**config.mk**
```make
export PLATFORM = sky130hd
export DESIGN_NAME = mips_mem_dump
export DESIGN_NICKNAME = d
export VERILOG_FILES = /design/src/rtl/mips_dbg_pkg.sv /design/src/rtl/mips_mem_dump.sv
export SDC_FILE = /design/constraint.sdc
export NUM_CORES = 1
export LEC_CHECK = 0
export ABC_AREA = 1
export CORE_ASPECT_RATIO = 1.25
export CORE_UTILIZATION = 51
export CTS_CLUSTER_SIZE = 24
export DETAILED_ROUTE_END_ITERATION = 8
export PLACE_DENSITY = 0.86
export SLEW_MARGIN = 20
export SYNTH_ARGS = -nofsm -noshare
export SYNTH_HDL_FRONTEND = slang
export SYNTH_SLANG_ARGS = --single-unit
export TNS_END_PERCENT = 1
```
**constraint.sdc**
```tcl
create_clock -name clk1 -period 4 [get_ports clk1]
set_input_delay 0.8 -clock clk1 [delete_from_list [all_inputs] [get_ports clk1]]
set_output_delay 0.8 -clock clk1 [all_outputs]
set_load 0.02 [all_outputs]
```
**src/rtl/mips_dbg_pkg.sv**
```systemverilog
// Shared debug-path types and constants for the MIPS32 memory dump engine.
// The trailer constant follows MIPS_MEM_DUMP_CHECKSUM_EN.
package mips_dbg_pkg;

  typedef enum logic [2:0] {
    S_IDLE = 3'd0,
    S_RD   = 3'd1,
    S_WT   = 3'd2,
    S_SEND = 3'd3,
    S_CSUM = 3'd4,
    S_FIN  = 3'd5
  } dump_state_t;

  localparam int DEF_AW = 10;
  localparam int DEF_DW = 32;

`ifdef MIPS_MEM_DUMP_CHECKSUM_EN
  localparam bit HAS_TRAILER = 1'b1;
`else
  localparam bit HAS_TRAILER = 1'b0;
`endif

endpackage

```
**src/rtl/mips_mem_dump.sv**
```systemverilog
// Post-halt data-memory readback streamed over valid/ready.
// Optional checksum trailer enabled by defining MIPS_MEM_DUMP_CHECKSUM_EN.
module mips_mem_dump
  import mips_dbg_pkg::*;
#(
  parameter int AW = DEF_AW,
  parameter int DW = DEF_DW
) (
  input  logic          clk1,
  input  logic          rst,
  input  logic          start,
  input  logic          auto_en,
  input  logic          halted,
  input  logic [AW-1:0] base_addr,
  input  logic [AW:0]   word_count,
  output logic          mem_rd_en,
  output logic [AW-1:0] mem_addr,
  input  logic [DW-1:0] mem_rdata,
  output logic [DW-1:0] dout,
  output logic          dout_valid,
  input  logic          dout_ready,
  output logic          dout_last,
  output logic          busy,
  output logic          done
);

  dump_state_t   state;
  logic [AW-1:0] addr;
  logic [AW:0]   remaining;
  logic          halted_q;
  logic          trigger;
`ifdef MIPS_MEM_DUMP_CHECKSUM_EN
  logic [DW-1:0] sum;
`endif

  // A coincident start and halt edge collapse into a single trigger.
  assign trigger = start | (auto_en & halted & ~halted_q);

  always_ff @(posedge clk1 or posedge rst) begin
    if (rst) begin
      state      <= S_IDLE;
      addr       <= '0;
      remaining  <= '0;
      halted_q   <= 1'b0;
      mem_rd_en  <= 1'b0;
      mem_addr   <= '0;
      dout       <= '0;
      dout_valid <= 1'b0;
      dout_last  <= 1'b0;
      busy       <= 1'b0;
      done       <= 1'b0;
`ifdef MIPS_MEM_DUMP_CHECKSUM_EN
      sum        <= '0;
`endif
    end else begin
      halted_q <= halted;
      case (state)
        S_IDLE: begin
          if (trigger) begin
            addr      <= base_addr;
            remaining <= word_count;
            busy      <= 1'b1;
`ifdef MIPS_MEM_DUMP_CHECKSUM_EN
            sum       <= '0;
`endif
            if (word_count == '0) begin
`ifdef MIPS_MEM_DUMP_CHECKSUM_EN
              dout       <= '0;
              dout_valid <= 1'b1;
              dout_last  <= 1'b1;
              state      <= S_CSUM;
`else
              done       <= 1'b1;
              state      <= S_FIN;
`endif
            end else begin
              mem_rd_en <= 1'b1;
              mem_addr  <= base_addr;
              state     <= S_RD;
            end
          end
        end
        S_RD: begin
          mem_rd_en <= 1'b0;
          state     <= S_WT;
        end
        S_WT: begin
          dout       <= mem_rdata;
`ifdef MIPS_MEM_DUMP_CHECKSUM_EN
          sum        <= sum + mem_rdata;
`endif
          remaining  <= remaining - (AW+1)'(1);
          addr       <= addr + AW'(1);
          dout_valid <= 1'b1;
          dout_last  <= !HAS_TRAILER && (remaining == (AW+1)'(1));
          state      <= S_SEND;
        end
        S_SEND: begin
          if (dout_ready) begin
            dout_valid <= 1'b0;
            dout_last  <= 1'b0;
            if (remaining != '0) begin
              mem_rd_en <= 1'b1;
              mem_addr  <= addr;
              state     <= S_RD;
            end else begin
`ifdef MIPS_MEM_DUMP_CHECKSUM_EN
              dout       <= sum;
              dout_valid <= 1'b1;
              dout_last  <= 1'b1;
              state      <= S_CSUM;
`else
              done       <= 1'b1;
              state      <= S_FIN;
`endif
            end
          end
        end
`ifdef MIPS_MEM_DUMP_CHECKSUM_EN
        S_CSUM: begin
          if (dout_ready) begin
            dout_valid <= 1'b0;
            dout_last  <= 1'b0;
            done       <= 1'b1;
            state      <= S_FIN;
          end
        end
`endif
        S_FIN: begin
          done  <= 1'b0;
          busy  <= 1'b0;
          state <= S_IDLE;
        end
        default: state <= S_IDLE;
      endcase
    end
  end

endmodule

```
Word level (Yosys, flattened, before mapping)
Index checks and enable logic that the tools add are counted.

$add $sub $neg: 2. Eq/ne operators: 11. Multiplexer cells: 29. Bitwise gates (word level): 4. Reduce and logical (&&, ||, !) cells: 16.

Operators by type and width (count): $mux W10 (5); $pmux W10 S2 (2); $pmux W11 S2 (1); $reduce_and A5 Y1 (3); $mux W3 (4); $ne A2 B2 Y1 const B (6); $pmux W3 S4 (1); $eq A11 B1 Y1 const B (1); $logic_not A11 Y1 (1); $mux W11 (1); $reduce_bool A11 Y1 (1); $sub A11 B1 Y11 const B (1); $add A10 B1 Y10 const B (1); $mux W1 (10); $reduce_and A2 Y1 (4); $reduce_bool A2 Y1 (4); $eq A3 B2 Y1 const B (2); $pmux W1 S2 (3); $pmux W1 S3 (2); $reduce_bool A3 Y1 (2); $eq A3 B1 Y1 const B (1); $eq A3 B3 Y1 const B (1); $logic_not A3 Y1 (1); $and A1 B1 Y1 (2); other kinds (2) (2).

Register bits: 72. Logic and storage cells: 73.

Longest topological paths before layout
Depth in word-level cells: 5. Mapped depth: 9. Depth with buffers taken out: 9.

Worst setup path after synthesis
Ideal clock, no wire load.

Kind: in2reg. Start: input port auto_en. End: register mem_addr[0]. Setup time: 0.117 ns. Data arrival time: 1.661 ns. Required time: 3.883 ns. Setup slack: 2.222 ns. Cell stages on the path: 8. Buffers on the path: 1. Path through: nand2_1 o21bai_2 nor2_1 nor2_4 nand4_2 buf_6 nand2_1 nand2_1.

Cells in the longest elaborated chain, start to end: 5.

Ends and longest elaborated chain: start: declaration (RTL line mips_mem_dump.sv:12) `input logic auto_en,`; $and A1 B1 Y1 (2 in a row) (RTL line mips_mem_dump.sv:37) `assign trigger = start | (auto_en & halted & ~halted_q);`; $or A1 B1 Y1 (RTL line mips_mem_dump.sv:37); $ne A2 B2 Y1 (no line); $reduce_and A5 Y1 (no line); end signal: assignment (RTL line mips_mem_dump.sv:78) `mem_addr <= base_addr;`; end signal: assignment (RTL line mips_mem_dump.sv:104) `mem_addr <= addr;`; end: declaration (RTL line mips_mem_dump.sv:17) `output logic [AW-1:0] mem_addr,`.

No other way between the ends. A chain may end at the register's enable or synchronous reset.

Final worst setup path
Start: input port halted. End: register mem_addr[3].

Cells in the longest elaborated chain, start to end: 5.

Ends and longest elaborated chain: start: declaration (RTL line mips_mem_dump.sv:13) `input logic halted,`; $and A1 B1 Y1 (2 in a row) (RTL line mips_mem_dump.sv:37); $or A1 B1 Y1 (RTL line mips_mem_dump.sv:37); $ne A2 B2 Y1 (no line); $reduce_and A5 Y1 (no line).

No other way between the ends.

==> impl_metrics.json <==
{
  "setup_violations": 0,
  "cp_top_family": "simple AND/OR/NAND/NOR gates",
  "drtIter0Drc": 186,
  "p_leak_nw": 2.36,
  "setup_slack_ns": 1.57,
  "layout.nets": 622,
  "synth-seq-cells": 72,
  "vias": 3383,
  "skew_ns": 0.00843,
  "core_area_mm2": 0.00665,
  "startpoint_type": "input port",
  "rsz0062_at_grt": "no",
  "pin_count": 106,
  "relSlewSlack_pct": 44.4,
  "synth.avg_cell_area_um2": 7.78,
  "fin_crit_sh_pct": 60.9,
  "vdd_drop_max_uv": 466,
  "cts_root_buf": "clkbuf_8",
  "final_cell_mix": "197 x nand2_1, 105 x clkdlybuf4s50_1, 72 x dfrtp_1",
  "synth-edff-count": 0,
  "drt_pass1_iterations": 5,
  "initial_core_util_pct": 53.5,
  "syn_nets": 519,
  "drive_gt1_share_pct": 6.91,
  "status": "finished clean",
  "dp_slack_ns": 1.19,
  "path_buf_inv": 1,
  "grt_pass1_vias": 3316,
  "crit_chain": "clkdlybuf4s50_1, nand2_1, o21bai_2, nor2_1, nor2_4, nand4_2, nand2_1, nand2_1",
  "hold_class": "reg2reg",
  "postCtsSetupBuffers": 0,
  "grt_max_degree": 52,
  "cts_hold_buffers": 0,
  "rows": 33,
  "yosysTopAreaCell": "dfrtp_1",
  "crit_type": "in2reg",
  "port_buffers": 105,
  "slowest_delay_ns": 0.54,
  "crit_fanout": 15,
  "seq_area_frac_synth_pct": 50.7,
  "hold_viol_final": 0,
  "ys_dominant_reg_cell": "dfrtp_1",
  "drc": 0,
  "grt_overflow": 0,
  "grt_pass1_wl_um": 14500,
  "syn_area_mm2": 0.00356,
  "worst_pin_slew_ns": 0.833,
  "die_area_mm2": 0.00731,
  "cp_common_cell": "nand2_1",
  "diodes": 0,
  "netlist_instances": 457,
  "netlist.area_leader.share_pct": 50.7,
  "cp.arrival_ns": 2.68,
  "htreeDepth": 3,
  "design_area_mm2": 0.00487,
  "power.density_mw_per_mm2": 811,
  "die_y_um": 95.4,
  "clk_latency_ns": 0.35,
  "maxCapViolations": 0,
  "max_freq_ghz": 0.411,
  "final_common_cell": "nand2_1",
  "ys_types": 34,
  "fp.dieW_um": 76.7,
  "layout.cells.non_filler": 651,
  "dp_cells": 636,
  "fin_setup_tns_ns": 0,
  "avgViaCountPerCell": 5.20,
  "synthTopCellsByArea": "dfrtp_1 51%, nand2_1 21%, nand3_1 5.1%, o21ai_0 3.2%, inv_1 3.1%",
  "hpwl_um": 6330,
  "ctsResizeCount": 0,
  "period_minus_slack_ns": 2.43,
  "worst_setup_path_end_kind": "flip-flop",
  "fin_util_pct": 73.2,
  "cts_tree": "yes",
  "grtUsageTotal_pct": 25.4,
  "worst_ep_required_time_ns": 4.25,
  "path_clk_slew_ns": 0.08,
  "wl_um": 8730,
  "area_delta_synth_final_pct": 36.9,
  "ant_nets": 0,
  "holdWs_ns": 0.473,
  "placed_cell_area_mm2": 0.00466,
  "drv_slew": 0,
  "ys_warn_count": 0,
  "finalPower_mw": 3.95,
  "clockBufferDepth": 2,
  "synthArstFlopShare_pct": 100,
  "gp_congestion": 0.844,
  "antenna_found_initial": 0,
  "detail_route.wl_per_cell_um": 13.4,
  "cts_buffers": 9,
  "clock_sinks": 72,
  "crit_slowest_cell": "o21bai_2"
}
## layout make-up
class	instances	area [um^2]
inverter	32	120
clock buffer	9	124
timing repair buffer	108	1090
tap	87	109
fill	525	1780
multi-input combinational	337	1540
sequential	72	1800
clock inverter	6	85.1
## routing by layer
| layer | routed length, um | global-route usage, % | vias to the layer above | part of all wire, % |
|---|---|---|---|---|
| met5 | 0 | 0 | - | 0 |
| met4 | 155 | 12.3 | 0 | 1.8 |
| met3 | 662 | 6.51 | 18 | 7.6 |
| met2 | 4400 | 45.3 | 141 | 50 |
| met1 | 3510 | 28.4 | 1569 | 40 |
| li1 | - | - | 1655 | - |
## cells by family (layout without fill, tap and decap cells)
kind of cell / after synthesis / in the layout / synth area share, %
AOI/OAI and AO/OA: 45 / 45 / 7.18
adders and majority gates: 3 / 3 / 1.06
buffers and inverters: 48 / 155 / 5.95
DFF: 72 / 72 / 50.7
and+or+nand+nor: 286 / 286 / 34.4
xor gates and xnor gates: 3 / 3 / 0.739
## power breakdown
part	switching (mW)	internal, mW
Clock	0.274	0.345
Sequential	0.240	1.08
Combinational	1.19	0.820
## flip-flops by register name (all words and copies together), names as in the netlist
signal and cells:
addr 10, dout_valid 1, mem_addr 10, done 1
dout_last 1, remaining 11, busy 1, halted_q 1
mem_rd_en 1, dout 32, state 3
## cell usage after synthesis, drive strengths merged (3+ instances only)
master    n
nand2   203
dfrtp    72
nand3    38
inv      32
nor2     31
o21ai    25
buf      11
a21oi     9
nand4     8
o211ai    7
clkbuf    5
ha        3
## worst paths after layout
kind,startpoint,to,slack (ns),cells past startpoint
max,halted,mem_addr[3]$_DFFE_PP0P_,1.57,8
min,mem_addr[9]$_DFFE_PP0P_,mem_addr[9]$_DFFE_PP0P_,0.47,2
max reg2reg,state[2]$_DFFE_PP0P_,mem_addr[3]$_DFFE_PP0P_,2.10,8
min reg2reg,mem_addr[9]$_DFFE_PP0P_,mem_addr[9]$_DFFE_PP0P_,0.47,2
max in group asynchronous,rst,remaining[0]$_DFFE_PP0P_,2.40,3
min in group asynchronous,rst,remaining[8]$_DFFE_PP0P_,0.95,2
## tightest hold or removal path: cells and delay by family (launching register included)
family / cells / cell delay, ns
flip-flops: 1 / 0.35
AND/OR/NAND/NOR: 2 / 0.09
Note: power is estimated with default switching activity, not from simulation.
